File: config.mk
export PLATFORM = sky130hd
export DESIGN_NAME = driver_cmd_issuer
export DESIGN_NICKNAME = d
export VERILOG_FILES = /design/src/rtl/driver_cmd_pkg.sv /design/src/rtl/driver_cmd_fifo.sv /design/src/rtl/driver_cmd_issuer.sv
export SDC_FILE = /design/constraint.sdc
export NUM_CORES = 1
export LEC_CHECK = 0
export CORE_MARGIN = 2
export CORE_UTILIZATION = 35
export DETAILED_ROUTE_END_ITERATION = 6
export PLACE_DENSITY = 0.76
export SLEW_MARGIN = 20
export SYNTH_ARGS = -nofsm -noshare
export SYNTH_HDL_FRONTEND = slang
export SYNTH_HIERARCHICAL = 1
export SYNTH_SLANG_ARGS = --single-unit
File: constraint.sdc
create_clock -name clock_a -period 3.65 [get_ports clock_a]
set_clock_uncertainty 0.1 [all_clocks]
set_input_delay 0.73 -clock clock_a [delete_from_list [all_inputs] [get_ports clock_a]]
set_output_delay 0.73 -clock clock_a [all_outputs]
set_load 0.005 [all_outputs]
File: src/rtl/driver_cmd_pkg.sv
// Shared opcodes, FSM state encoding and window-counter helpers for driver_cmd_issuer.
package driver_cmd_pkg;

  localparam logic [1:0] OP_WR_MEM   = 2'd0;
  localparam logic [1:0] OP_WR_DOT   = 2'd1;
  localparam logic [1:0] OP_WR_SEL   = 2'd2;
  localparam logic [1:0] OP_SET_CTRL = 2'd3;

  localparam int CNT_W = 8;

  typedef enum logic [1:0] {
    ST_IDLE   = 2'd0,
    ST_SETUP  = 2'd1,
    ST_STROBE = 2'd2,
    ST_HOLD   = 2'd3
  } state_e;

  // A window of N cycles loads N-1; zero-length windows are stretched to one cycle.
  function automatic logic [CNT_W-1:0] cnt_load(input int cycles);
    int eff;
    eff = (cycles < 1) ? 1 : cycles;
    return CNT_W'(eff - 1);
  endfunction

endpackage

File: src/rtl/driver_cmd_fifo.sv
// Small synchronous command FIFO (power-of-two depth) placed in front of the issuer FSM.
module driver_cmd_fifo #(
  parameter int WIDTH = 8,
  parameter int DEPTH = 4
) (
  input  logic             i_clk,
  input  logic             i_rst_n,
  input  logic             i_push,
  input  logic [WIDTH-1:0] i_data,
  input  logic             i_pop,
  output logic [WIDTH-1:0] o_data,
  output logic             o_empty,
  output logic             o_full
);

  localparam int AW = $clog2(DEPTH);

  logic [WIDTH-1:0] r_mem [DEPTH];
  logic [AW-1:0]    r_wr_ptr;
  logic [AW-1:0]    r_rd_ptr;
  logic [AW:0]      r_count;
  logic             w_do_push;
  logic             w_do_pop;

  assign w_do_push = i_push && !o_full;
  assign w_do_pop  = i_pop && !o_empty;
  assign o_empty   = (r_count == '0);
  assign o_full    = (r_count == (AW+1)'(DEPTH));
  assign o_data    = r_mem[r_rd_ptr];

  // NOTE: storage is deliberately not reset; the count gates every read, so stale entries are never observed.
  always_ff @(posedge i_clk) begin
    if (w_do_push) r_mem[r_wr_ptr] <= i_data;
  end

  always_ff @(posedge i_clk or negedge i_rst_n) begin
    if (!i_rst_n) begin
      r_wr_ptr <= '0;
      r_rd_ptr <= '0;
      r_count  <= '0;
    end else begin
      if (w_do_push) r_wr_ptr <= r_wr_ptr + 1'b1;
      if (w_do_pop)  r_rd_ptr <= r_rd_ptr + 1'b1;
      case ({w_do_push, w_do_pop})
        2'b10:   r_count <= r_count + 1'b1;
        2'b01:   r_count <= r_count - 1'b1;
        default: r_count <= r_count;
      endcase
    end
  end

endmodule

File: src/rtl/driver_cmd_issuer.sv
// Host command front-end for driver_core: drives config buses and timed write strobes.
// Optional DRIVER_CMD_FIFO_EN adds a 4-entry command FIFO ahead of the FSM.
module driver_cmd_issuer
  import driver_cmd_pkg::*;
#(
  parameter int MEM_ADDRESS_LENGTH = 6,
  parameter int SETUP_CYCLES       = 2,
  parameter int PULSE_CYCLES       = 4,
  parameter int HOLD_CYCLES        = 2
) (
  input  logic                          clock_a,
  input  logic                          reset_n,
  input  logic                          cmd_valid,
  output logic                          cmd_ready,
  input  logic [1:0]                    cmd_op,
  input  logic [MEM_ADDRESS_LENGTH-1:0] cmd_addr,
  input  logic [MEM_ADDRESS_LENGTH-1:0] cmd_row,
  input  logic [MEM_ADDRESS_LENGTH-1:0] cmd_col,
  input  logic [2:0]                    cmd_mask,
  input  logic [15:0]                   cmd_data,
  input  logic [1:0]                    cmd_flag,
  output logic                          busy,
  output logic [2:0]                    mask_select_a,
  output logic [MEM_ADDRESS_LENGTH-1:0] mem_address_a,
  output logic [MEM_ADDRESS_LENGTH-1:0] row_select_a,
  output logic [MEM_ADDRESS_LENGTH-1:0] col_select_a,
  output logic [MEM_ADDRESS_LENGTH-1:0] mem_sel_col_address_a,
  output logic [15:0]                   data_in_a,
  output logic                          row_col_select_a,
  output logic                          output_active_a,
  output logic                          inverter_select_a,
  output logic                          mem_write_n_a,
  output logic                          mem_dot_write_n_a,
  output logic                          mem_sel_write_n_a
);

  localparam int AL = MEM_ADDRESS_LENGTH;
  localparam logic [CNT_W-1:0] LD_SETUP = cnt_load(SETUP_CYCLES);
  localparam logic [CNT_W-1:0] LD_PULSE = cnt_load(PULSE_CYCLES);
  localparam logic [CNT_W-1:0] LD_HOLD  = cnt_load(HOLD_CYCLES);

  state_e           r_state;
  state_e           w_state_nxt;
  logic [CNT_W-1:0] r_cnt;
  logic [CNT_W-1:0] w_cnt_nxt;
  logic [1:0]       r_sel;
  logic [2:0]       r_strobe_n;
  logic [2:0]       w_strobe_n_nxt;

  logic [2:0]    r_mask;
  logic [AL-1:0] r_addr;
  logic [AL-1:0] r_row;
  logic [AL-1:0] r_col;
  logic [AL-1:0] r_sel_addr;
  logic [15:0]   r_data;
  logic          r_rcs;
  logic          r_oa;
  logic          r_inv;

  // Command presented to the FSM, either straight from the port or from the FIFO head.
  logic          w_issue;
  logic [1:0]    w_iss_op;
  logic [AL-1:0] w_iss_addr;
  logic [AL-1:0] w_iss_row;
  logic [AL-1:0] w_iss_col;
  logic [2:0]    w_iss_mask;
  logic [15:0]   w_iss_data;
  logic [1:0]    w_iss_flag;

`ifdef DRIVER_CMD_FIFO_EN
  localparam int CMD_W = 2 + 3*AL + 3 + 16 + 2;

  logic [CMD_W-1:0] w_fifo_in;
  logic [CMD_W-1:0] w_fifo_out;
  logic             w_fifo_empty;
  logic             w_fifo_full;
  logic             w_fifo_push;

  assign w_fifo_in   = {cmd_op, cmd_addr, cmd_row, cmd_col, cmd_mask, cmd_data, cmd_flag};
  assign w_fifo_push = cmd_valid && !w_fifo_full;

  driver_cmd_fifo #(
    .WIDTH (CMD_W),
    .DEPTH (4)
  ) u_cmd_fifo (
    .i_clk   (clock_a),
    .i_rst_n (reset_n),
    .i_push  (w_fifo_push),
    .i_data  (w_fifo_in),
    .i_pop   (w_issue),
    .o_data  (w_fifo_out),
    .o_empty (w_fifo_empty),
    .o_full  (w_fifo_full)
  );

  assign {w_iss_op, w_iss_addr, w_iss_row, w_iss_col,
          w_iss_mask, w_iss_data, w_iss_flag} = w_fifo_out;
  assign w_issue   = !w_fifo_empty && (r_state == ST_IDLE);
  assign cmd_ready = !w_fifo_full;
`else
  assign w_iss_op   = cmd_op;
  assign w_iss_addr = cmd_addr;
  assign w_iss_row  = cmd_row;
  assign w_iss_col  = cmd_col;
  assign w_iss_mask = cmd_mask;
  assign w_iss_data = cmd_data;
  assign w_iss_flag = cmd_flag;
  assign w_issue    = cmd_valid && (r_state == ST_IDLE);
  assign cmd_ready  = (r_state == ST_IDLE);
`endif

  // NOTE: every always_comb output gets a default first so no path can infer a latch.
  always_comb begin
    w_state_nxt = r_state;
    w_cnt_nxt   = r_cnt;
    unique case (r_state)
      ST_IDLE: begin
        if (w_issue && (w_iss_op != OP_SET_CTRL)) begin
          w_state_nxt = ST_SETUP;
          w_cnt_nxt   = LD_SETUP;
        end
      end
      ST_SETUP: begin
        if (r_cnt == '0) begin
          w_state_nxt = ST_STROBE;
          w_cnt_nxt   = LD_PULSE;
        end else begin
          w_cnt_nxt = r_cnt - 1'b1;
        end
      end
      ST_STROBE: begin
        if (r_cnt == '0) begin
          w_state_nxt = ST_HOLD;
          w_cnt_nxt   = LD_HOLD;
        end else begin
          w_cnt_nxt = r_cnt - 1'b1;
        end
      end
      ST_HOLD: begin
        if (r_cnt == '0) begin
          w_state_nxt = ST_IDLE;
          w_cnt_nxt   = '0;
        end else begin
          w_cnt_nxt = r_cnt - 1'b1;
        end
      end
      default: begin
        w_state_nxt = ST_IDLE;
        w_cnt_nxt   = '0;
      end
    endcase
  end

  // Strobes are registered from the next state so they leave the block glitch-free.
  always_comb begin
    w_strobe_n_nxt = 3'b111;
    if (w_state_nxt == ST_STROBE) begin
      case (r_sel)
        OP_WR_MEM: w_strobe_n_nxt[0] = 1'b0;
        OP_WR_DOT: w_strobe_n_nxt[1] = 1'b0;
        OP_WR_SEL: w_strobe_n_nxt[2] = 1'b0;
        default:   w_strobe_n_nxt    = 3'b111;
      endcase
    end
  end

  // NOTE: sequential state uses non-blocking assignments so every flop samples pre-edge values.
  always_ff @(posedge clock_a or negedge reset_n) begin
    if (!reset_n) begin
      r_state    <= ST_IDLE;
      r_cnt      <= '0;
      r_strobe_n <= 3'b111;
    end else begin
      r_state    <= w_state_nxt;
      r_cnt      <= w_cnt_nxt;
      r_strobe_n <= w_strobe_n_nxt;
    end
  end

  // Only the accepted op's own fields are overwritten; all others persist.
  always_ff @(posedge clock_a or negedge reset_n) begin
    if (!reset_n) begin
      r_sel      <= OP_WR_MEM;
      r_mask     <= '0;
      r_addr     <= '0;
      r_row      <= '0;
      r_col      <= '0;
      r_sel_addr <= '0;
      r_data     <= '0;
      r_rcs      <= 1'b0;
      r_oa       <= 1'b0;
      r_inv      <= 1'b0;
    end else if (w_issue) begin
      case (w_iss_op)
        OP_WR_MEM: begin
          r_sel  <= w_iss_op;
          r_addr <= w_iss_addr;
          r_data <= w_iss_data;
        end
        OP_WR_DOT: begin
          r_sel  <= w_iss_op;
          r_addr <= w_iss_addr;
          r_row  <= w_iss_row;
          r_col  <= w_iss_col;
          r_mask <= w_iss_mask;
        end
        OP_WR_SEL: begin
          r_sel      <= w_iss_op;
          r_sel_addr <= w_iss_addr;
          r_rcs      <= w_iss_flag[0];
        end
        default: begin
          r_oa  <= w_iss_flag[0];
          r_inv <= w_iss_flag[1];
        end
      endcase
    end
  end

  assign busy                  = (r_state != ST_IDLE);
  assign mask_select_a         = r_mask;
  assign mem_address_a         = r_addr;
  assign row_select_a          = r_row;
  assign col_select_a          = r_col;
  assign mem_sel_col_address_a = r_sel_addr;
  assign data_in_a             = r_data;
  assign row_col_select_a      = r_rcs;
  assign output_active_a       = r_oa;
  assign inverter_select_a     = r_inv;
  assign mem_write_n_a         = r_strobe_n[0];
  assign mem_dot_write_n_a     = r_strobe_n[1];
  assign mem_sel_write_n_a     = r_strobe_n[2];

endmodule

; Word-level counts from Yosys, hierarchy flattened
; Cells that the tools add are included.
[classes]
n_mux = 14
n_bitwise = 1
add_sub_neg = 1
eq_ne = 10
n_reduce_logical = 15
[op_table]
columns = op, n
row1 = 8-bit 2-to-1 mux, 4
row2 = 8-bit one-hot mux with 4 select lines, 1
row3 = 2-bit AND reduction, 6
row4 = 2-bit == test (second input constant), 5
row5 = 8-bit logical NOT, 1
row6 = 2-bit 2-to-1 mux, 4
row7 = 2-bit one-hot mux with 4 select lines, 1
row8 = 8-bit by 1-bit subtractor with 8-bit output (second input constant), 1
row9 = 2-bit by 1-bit == test with 1-bit output (second input constant), 3
row10 = 2-bit logical NOT, 3
row11 = 1-bit 2-to-1 mux, 3
row12 = 3-bit 2-to-1 mux, 1
row13 = 3-bit OR reduction, 1
row14 = 1-bit logical AND, 2
row15 = 2-bit by 1-bit inequality test with 1-bit output (second input constant), 1
row16 = 2-bit inequality test (second input constant), 1
row17 = 2-bit nonzero test, 1
row18 = 2-bit OR reduction, 1
row19 = 1-bit inverter, 1
[totals]
regBits = 61

; Logic depth before layout (Yosys ltp)
; Gate-level depths: netlist of run 1.
[depth]
depth_word = 7
ltp_mapped = 7
depth_no_buf = 6

; Least setup slack after synthesis of run 1
; OpenSTA, ideal clock, no wires.
[synth_timing]
path_kind = input -> register
start = in cmd_valid
end = reg r_data[0], in the netlist data_in_a[0]
path_slack_ns = 1.443
t_arrival_ns = 1.983
stages = 5
required_time_ns = 3.425
cell_sequence = or3b_1 > buf_2 > nor3_4 > buf_6 > mux2_2
[synth_between]
elab_chain_cells = 2
[synth_rtl]
columns = element, line_no
row1 = from (decl), driver_cmd_issuer.sv:13  ; input logic cmd_valid,
row2 = 1-bit logical AND, driver_cmd_issuer.sv:108  ; assign w_issue = cmd_valid && (r_state == ST_IDLE);
row3 = 2-bit AND reduction (no line), n/a
row4 = to (signal assigned), driver_cmd_issuer.sv:198  ; r_data <= w_iss_data;
row5 = to (decl), driver_cmd_issuer.sv:55  ; logic [15:0] r_data;
; No other way between the ends.
; A chain may end at the register's enable or synchronous reset.

; Worst setup path in the final report of run 1
[layout_timing]
start = reg r_state[1]
end = out cmd_ready
[layout_between]
elab_chain_cells = 1
[layout_rtl]
columns = element, line_no
row1 = from (decl), driver_cmd_issuer.sv:42  ; state_e r_state;
row2 = from (signal assigned), driver_cmd_issuer.sv:174  ; r_state <= w_state_nxt;
row3 = 2-bit logical NOT, driver_cmd_issuer.sv:109  ; assign cmd_ready = (r_state == ST_IDLE);
row4 = to (decl), driver_cmd_issuer.sv:14  ; output logic cmd_ready,
; No other way between the ends.

==> results of run 1 <==
[routing by layer]
layer  vias to the layer above  global-route usage, %
li1                        834                      -
met1                       839                   16.8
met2                        58                   21.5
met3                        10                   6.22
met4                         0                   6.38
met5                         -                      0
[critical path: cells and delay by family (launching register included)]
| kind | cells | cell delay [ps] |
|---|---|---|
| flops | 1 | 460 |
| buf+inv | 1 | 580 |
| simple gates | 1 | 390 |
[state kept, by name (all words and copies together) (netlist names), 3 cells and up]
signal / count
r_strobe_n: 3
row_select_a: 6
mem_address_a: 6
mem_sel_col_address_a: 6
mask_select_a: 3
col_select_a: 6
r_cnt: 8
data_in_a: 16
[cells by family after synthesis]
| family | share of synthesized area, % |
|---|---|
| adder cells (fa/ha/maj) | 0.975 |
| XOR/XNOR | 0.683 |
| AO/OA/AOI/OAI | 5.22 |
| flip-flops | 59.7 |
| multiplexers | 22.0 |
| buffers and inverters | 2.44 |
| AND/OR/NAND/NOR | 8.98 |
[synth_stat cells (3+ instances only)]
cell type | count | share of area, %
dfstp_2 | 3 | 3.1
buf_6 | 3 | 1.3
a31oi_1 | 4 | 0.98
inv_1 | 3 | 0.44
nand2_1 | 9 | 1.3
a21oi_1 | 5 | 0.98
mux2_4 | 10 | 5.9
mux2_2 | 36 | 16
dfrtp_1 | 58 | 57
nor2_1 | 11 | 1.6
[per-stage QoR]
stage / hold WS, ps / utilization [%] / power [mW]
6_report: 351 / 52.6 / 2.87
3_5_place_dp: 356 / 49.9 / 2.33
3_3_place_gp: 357 / 49.9 / 2.28
4_1_cts: 366 / 52.6 / 2.91
5_1_grt: 406 / 52.6 / 3.07
2_1_floorplan: 334 / - / 1.67
[power by group through the flow]
stage	sequential, mW	combinational, mW	clock [mW]
after floorplan	1.19	0.480	0
after global placement	1.20	1.09	0
after detailed placement	1.20	1.12	0
after CTS	1.20	1.13	0.583
after global routing	1.24	1.22	0.617
final	1.19	1.11	0.567
[area by class of cell]
cell class              instances  share of cell area, %
clock inverters                 5                   1.13
flip-flops and latches         61                   40.5
inverters                       3                  0.298
clock buffers                  11                   4.01
well taps                      99                   3.28
multi-input cells             109                   25.8
repair buffers                 95                   25.0
[how the worst min path moves through the flow]
stage	from	to	slack [ps]	cells past startpoint
floorplan	reset_n	col_select_a[0]	330	0
global placement	r_sel[1]	r_strobe_n[2]	360	1
detailed placement	r_sel[0]	r_strobe_n[1]	360	1
CTS	reset_n	data_in_a[0]	370	1
global route	reset_n	data_in_a[15]	410	1
finish	reset_n	data_in_a[1]	350	1
==> results.md, run 1 <==
- Met2 wire length: 2.45 mm
- Max frequency: 386 MHz
- Met3 routed WL: 458 um
- Clock power frac: 19.8%
- Worst IR Drop VDD: 0.000334 V
- Most used DFF post-synth: dfrtp_1
- First-pass GRT wire length: 8.43 mm
- Switching Fraction: 28.4%
- Setup crit end: cmd_ready
- Via density per instance: 4.55
- Worst reg-to-reg path cell count: 3
- Master of the slowest instance on the critical path: clkdlybuf4s50_1
- Synth Net Count: 226
- DIE AREA: 0.00803 mm^2
- Gr ovfl total: 0
- Routed length per instance: 13.5 um
- Fillers: 627
- Part of the cycle the worst path needs: 71.0%
- Area growth from synthesis to layout: 47.2%
- DR vias: 1741
- Most common cell after layout, fill and taps aside: clkdlybuf4s50_1
- Slowest stage delay, CP: 580 ps
- Placed Area: 0.00358 mm^2
- Vias in the first global route: 1847
- H-Tree Level Count: 3
- Die height: 89.6 um
- Final Hold Viols: 0
- Min Tclk post-route: 2590 ps
- Post-CTS Setup Inserts: 0
- DR pass1 iterations: 4
- Core ar.: 0.00718 mm^2
- Run status: finished clean
- M1 wire length: 2.17 mm
- CTS tree: built
- Fin area: 0.00377 mm^2
- # placed instances: 367
- Yosys cell types: 41
- ANT cells: 0
- FF-to-FF End: data_in_a[9]
- Max-Cap Viols: 0
- Worst-Margin Slew: 749 ps
- Post-synth EDFFs: 0
- Crit path from: r_state[1]
- Flop pwr share: 41.6%
- Mapped Cells: 180
- RR Startpoint: r_state[1]
- Critical Path Source Type: flop
- Tot GR Track Use: 13.9%
- GPL Wtd Cong: 0.775
- HP Class: input port to async pin
- Critical path endpoint category: primary output
- Lkg Pwr: 1.68 nW
- Worst-path maximum fanout: 8
- Final HPWL DP: 3.82 mm
- Sequential area share after synthesis: 59.7%
- Mapped cell area: 0.00256 mm^2
- Initial Utilization: 35.7%
- Most frequent cells in the layout: clkdlybuf4s50_1, dfrtp_1, mux2_2
- Ys async rst share: 100%
- CP arrival: 1760 ps
- Power density cells: 759 mW/mm^2
- Pre-CTS WS: 671 ps
- Critical path type: flop to primary output
- #FFs+latches synth: 61
- Slew margin rel.: 50.1%
- Clk Latency, worst-skew pair: 330 ps
- CTS Buffer Depth: 2
- Final setup viols: 0
- Required @ worst endpoint: 2820 ps
- IO Port Bufs: 94
- Root buf cell: clkbuf_8
- Die width: 89.6 um
- Rows: 31
- Footprint of the multi-input gates: 972 um^2
- Reg2Reg Setup Slack: 1420 ps
- Residual DRC: 0
- Fin nets: 325
- # hold bufs at CTS: 0
- Clock transition at the registers of the reported paths: 80 ps
- Largest net degree at the start of global routing: 36
- Gate power share: 38.6%
- Share of cells above drive strength 1: 26.1%
- Storage cell area: 0.00153 mm^2
- Max layer used: met4
- Fin. max-slew vios: 0
- Post-cts resize count: 0
- Int Power: 2.05 mW
- Setup slack after layout: 1060 ps
- Initial antenna violation count: 0
- Sw Pwr: 0.814 mW
- Worst path cell trace: nor2_1 -> clkdlybuf4s50_1
- CTS Buf Count: 9
- Routed wire length: 5.17 mm
- Syn avg cell area: 14.2 um^2
- CTS sink cnt: 61
- RSZ-0062 raised after global routing: no
- Post-DRT Antenna Nets: 0
- Setup TNS: 0 ps
- DRT iter0 DRCs: 69
- # IOs: 95
- Post-Layout Cell Count: 383
- Syn. warnings: 6
Power figures use the tool's default switching activity.
==> run 2: changes to the inputs <==
Settings changed: PLACE_DENSITY 0.76 to 0.78.
Clock period 3.65 ns to 2.1 ns, I/O delays scaled along.
==> run 2 against run 1 <==
Compared with the run above: critical path depth rose by 2; cell count rose by 2.3%; count of clock-buffer cells in the layout stayed put; via count is 3.3% higher; register-to-register slack worse by 1300 ps; utilization increased by 1.6 points; global-route usage is 0.55 points higher; sequential share of layout area shrank 1.2 points; first-iteration DRC count is 38% higher; combinational power rose by 79%; critical endpoint is now busy.
==> results.md, run 2 (synthesis results as in run 1) <==
- Run status: finished clean
- Share of cells above drive strength 1: 28.7%
- Initial Utilization: 35.7%
- Fin. max-slew vios: 0
- Post-Layout Cell Count: 392
- Critical path endpoint category: primary output
- Critical path type: flop to primary output
- Worst reg-to-reg path cell count: 5
- Via density per instance: 4.59
- DRT iter0 DRCs: 95
- Final setup viols: 0
- IO Port Bufs: 94
- Gr ovfl total: 0
- Min Tclk post-route: 2020 ps
- Root buf cell: clkbuf_8
- Largest net degree at the start of global routing: 38
- DR vias: 1798
- Most frequent cells in the layout: clkdlybuf4s50_1, dfrtp_1, mux2_2
- Vias in the first global route: 1897
- CP delay by family, top: buffers and inverters
- CTS Buf Count: 9
- Post-DRT Antenna Nets: 0
- Die height: 89.6 um
- Largest register FFs: 16
- RR Startpoint: r_state[0]
- Max-Cap Viols: 0
- Routed length per instance: 13.5 um
- Slew margin rel.: 69.1%
- Master of the slowest instance on the critical path: clkdlybuf4s50_1
- Fin nets: 337
- Worst IR Drop VDD: 0.000635 V
- ANT cells: 0
- FF-to-FF End: row_select_a[4]
- DIE AREA: 0.00803 mm^2
- Worst-Margin Slew: 460 ps
- Required @ worst endpoint: 1580 ps
- Buffers & Inverters on Critical Path: 3
- H-Tree Level Count: 3
- Clk Latency, worst-skew pair: 340 ps
- CTS tree: built
- Routed wire length: 5.29 mm
- Core ar.: 0.00718 mm^2
- Initial antenna violation count: 0
- Post-CTS Setup Inserts: 0
- Critical Path Source Type: flop
- Worst path cell trace: buf_4 -> nor2_4 -> inv_1 -> clkdlybuf4s50_1
- HP Start: r_sel[1]
- Hold WS: 370 ps
- CTS Buffer Depth: 2
- CP arrival: 1500 ps
- Worst hold stages: 1
- Part of the cycle the worst path needs: 96.4%
- Die width: 89.6 um
- # IOs: 95
- Clock transition at the registers of the reported paths: 60 ps
- First-pass GRT wire length: 8.68 mm
- Slowest stage delay, CP: 440 ps
- Lkg Pwr: 1.76 nW
- # placed instances: 378
- RSZ-0062 raised after global routing: no
- HP Class: flop to flop
- DR pass1 iterations: 4
- Area growth from synthesis to layout: 51.5%
- GPL Wtd Cong: 0.748
- Reg2Reg Setup Slack: 160 ps
- Final Hold Viols: 0
- Worst-path maximum fanout: 7
- Residual DRC: 0
- CTS sink cnt: 61
- Power density cells: 1300 mW/mm^2
- Final HPWL DP: 3.96 mm
- Max frequency: 494 MHz
- Rows: 31
- Most common cell after layout, fill and taps aside: clkdlybuf4s50_1
- Hold Crit Endpoint: r_strobe_n[2]
- Tot GR Track Use: 14.5%
==> run 2: timing repair <==
action,in CTS,in global routing
hold buffers,1,0
hold endpoints to repair,24,0
setup endpoints to repair,2,5
resized for setup,2,3
==> run 2: layer usage <==
layer	vias to the layer above	part of all wire, %	track usage (%)
met5	-	0	0
met4	0	1.8	6.51
met3	8	7.5	5.76
met2	57	47	22.3
met1	878	43	18.0
li1	855	-	-
==> run 2: final cells by class <==
type / instances / area [um^2]
Tap cell: 99 / 124
Sequential cell: 61 / 1530
Multi-Input combinational cell: 109 / 983
Clock buffer: 11 / 151
Fill cell: 619 / 3290
Inverter: 3 / 11.3
Clock inverter: 2 / 35.0
Timing Repair Buffer: 107 / 1050
==> run 2: power by group <==
part	total, mW	internal, mW	switching, mW
clock	1.01	0.591	0.417
combinational	1.99	1.39	0.605
sequential	2.07	1.72	0.345
==> run 2: through the flow <==
step	util (%)	TNS [ps]	setup slack (ps)	total power [mW]	cell area (um^2)
3_3_place_gp	51.2	-6860	-210	4.02	3680
3_5_place_dp	51.2	-9640	-272	4.09	3680
5_1_grt	54.2	0	0.826	5.43	3890
2_1_floorplan	-	0	112	2.90	2560
6_report	54.2	0	75.7	5.07	3890
4_1_cts	54.1	0	27.3	5.13	3880
==> run 2: worst register-to-register path: cells and delay by family (launching register included) <==
kind	cells	cell delay [ps]
flops	1	460
mux	1	350
simple gates	3	720
buf+inv	1	190
==> run 2: worst max path at each step <==
stage / start / to / cells after the start / slack [ps]
2_1_floorplan: r_state[1] / data_in_a[0] / 6 / 110
3_3_place_gp: cmd_valid / row_select_a[4] / 6 / -210
3_5_place_dp: cmd_valid / mask_select_a[2] / 6 / -270
4_1_cts: r_state[1] / cmd_ready / 3 / 30
5_1_grt: r_state[1] / busy / 4 / 0.8
6_report: r_state[1] / busy / 4 / 80
==> run 3: changes to the inputs <==
Settings changed: DONT_BUFFER_PORTS set to 1, PLACE_DENSITY 0.78 to 0.61, SYNTH_HIERARCHICAL 1 to unset.
==> run 3 against run 2 <==
Compared with the run above: critical path type is now flop to flop; synthesized area is the same; setup slack better by 85 ps; register-to-register slack about the same; flip-flop and latch count is the same; via count down 19%.
==> results.md, run 3 <==
- Largest register FFs: 16
- Most frequent cells in the layout: dfrtp_1, mux2_2, nor2_1
- Most common cell after layout, fill and taps aside: dfrtp_1
- Routed length per instance: 15.8 um
- Final HPWL DP: 3.30 mm
- Vias in the first global route: 1391
- CTS sink cnt: 61
- Lkg Pwr: 1.40 nW
- CTS Buf Count: 9
- GPL Wtd Cong: 0.788
- Die width: 89.6 um
- Rows: 31
- H-Tree Level Count: 3
- CP arrival: 2090 ps
- Power density cells: 1470 mW/mm^2
- Part of the cycle the worst path needs: 92.4%
- Hold WS: 140 ps
- Via density per instance: 4.91
- Buffers & Inverters on Critical Path: 1
- Sequential area share after synthesis: 59.7%
- #FFs+latches synth: 61
- Worst-path maximum fanout: 10
- Synth top area share: 56.6%
- Fin. max-slew vios: 0
- Slowest stage delay, CP: 550 ps
- Mapped Cells: 180
- Root buf cell: clkbuf_8
- HP Class: input port to flop
- Yosys cell types: 41
- Syn. warnings: 0
- Syn avg cell area: 14.2 um^2
- Synth Net Count: 226
- ANT cells: 0
- Slew margin rel.: 55.9%
- DR pass1 iterations: 4
- Area growth from synthesis to layout: 16.2%
- DRT iter0 DRCs: 80
- Post-synth EDFFs: 0
- Post-cts resize count: 0
- # IOs: 95
- Routed wire length: 4.70 mm
- Post-DRT Antenna Nets: 0
- Fin nets: 239
- IO Port Bufs: 0
- Run status: finished clean
- Critical Path Source Type: flop
- CP delay by family, top: compound AO/OA/AOI/OAI gates
- Master of the slowest instance on the critical path: a21oi_1
- Gr ovfl total: 0
- Most used DFF post-synth: dfrtp_1
- Ys async rst share: 100%
- Cell with the most instances after synthesis: dfrtp_1
- First-pass GRT wire length: 6.94 mm
- Clock transition at the registers of the reported paths: 60 ps
- Max frequency: 516 MHz
- DR vias: 1458
- Share of cells above drive strength 1: 39.4%
- Min Tclk post-route: 1940 ps
- Die height: 89.6 um
- Core ar.: 0.00718 mm^2
- Tot GR Track Use: 11.7%
- Worst-Margin Slew: 662 ps
- Worst path cell trace: inv_1 -> ha_1 -> nor3b_1 -> a21oi_1 -> o21ai_0 -> a31oi_1
- Residual DRC: 0
- Final setup viols: 0
- CTS tree: built
- RSZ-0062 raised after global routing: no
- Final Hold Viols: 0
- Mapped cell area: 0.00256 mm^2
- Top cell types by occurrence after synthesis: dfrtp_1, mux2_2, nor2_1
- Top area cells in the synthesized netlist: dfrtp_1, mux2_2, mux2_4
- Initial antenna violation count: 0
- Initial Utilization: 35.7%
- Largest net degree at the start of global routing: 62
- Required @ worst endpoint: 2250 ps
- Max-Cap Viols: 0
- Worst IR Drop VDD: 0.000545 V
- Critical path type: flop to flop
- Yosys top cell by area: dfrtp_1
- Clk Latency, worst-skew pair: 320 ps
- Critical path endpoint category: flop
- DIE AREA: 0.00803 mm^2
- CTS Buffer Depth: 2
- Setup TNS: 0 ps
run 3: cell count changes in the layout (fill, tap and decap cells not counted):
| cell | delta |
|---|---|
| dlymetal6s2s_1 | -1 |
| and2_0 | +1 |
| buf_2 | -1 |
| clkdlybuf4s50_1 | -92 |
| bufinv_16 | +2 |
| clkbuf_1 | +2 |
| nor2_4 | -1 |
| nor2_1 | +1 |
| buf_16 | +1 |
| buf_4 | -5 |
| clkbuf_8 | -1 |
| a21oi_1 | +1 |
| and2_1 | -1 |
| a21oi_2 | -1 |
run 3: cells by family (layout without fill, tap and decap cells):
family          Yosys count  count (layout)  share of synthesized area (%)
mux                      47              47                           22.0
buf+inv                  10              28                           2.44
simple gates             38              38                           8.98
fa+ha+maj                 2               2                          0.975
xor+xnor                  2               2                          0.683
compound gates           20              20                           5.22
flops                    61              61                           59.7
run 3: timing repair:
item | 4_1_cts | 5_1_grt
setup buffers | 0 | 0
endpoints found under the hold margin | 61 | 0
hold buffers | 2 | 0
run 3: final cells by class:
class / count / area (um^2)
Inverter: 3 / 11.3
Multi-Input combinational cell: 109 / 972
Timing Repair Buffer: 9 / 103
Clock buffer: 12 / 145
Fill cell: 674 / 4200
Tap cell: 99 / 124
Clock inverter: 4 / 95.1
Sequential cell: 61 / 1530
run 3: path summary, 6_finish.rpt:
| kind | startpoint | end | slack (ps) | cells past startpoint |
|---|---|---|---|---|
| setup / recovery | r_cnt[0] | r_cnt[5] | 160 | 6 |
| hold / removal | cmd_mask[2] | mask_select_a[2] | 140 | 1 |
| setup reg to reg | r_cnt[0] | r_cnt[5] | 160 | 6 |
| hold reg to reg | r_sel[0] | r_strobe_n[1] | 390 | 1 |
| max in group asynchronous | reset_n | r_strobe_n[2] | 1080 | 2 |
| min in group asynchronous | reset_n | row_select_a[4] | 520 | 2 |
run 3: per-stage QoR:
stage	power [mW]	utilization [%]	area (um^2)	setup WS [ps]	cells
2_1_floorplan	2.90	-	2560	112	180
3_3_place_gp	3.11	37.7	2700	214	279
3_5_place_dp	3.15	37.7	2700	174	279
4_1_cts	4.47	41.5	2980	153	297
5_1_grt	4.69	41.5	2980	8.59	297
6_report	4.39	41.5	2980	160	297
run 3: worst register-to-register path, cell delays in order (launching register included):
cell and delay (ps):
dfrtp_1 380, inv_1 100, ha_1 200, nor3b_1 150
a21oi_1 550, o21ai_0 190, a31oi_1 190
run 3: where the power goes:
group	leakage, nW	internal [mW]	switching (mW)	total [mW]
logic	0.504	0.606	0.362	0.968
clock network	0.121	0.820	0.428	1.25
registers	0.773	1.72	0.448	2.17
run 3: per-layer routing:
layer / global-route usage [%] / routed length, um / share of wire (%)
met1: 14.4 / 1910 / 41
met2: 17.4 / 2350 / 50
met3: 5.21 / 387 / 8.2
met4: 5.70 / 55 / 1.2
met5: 0 / 0 / 0
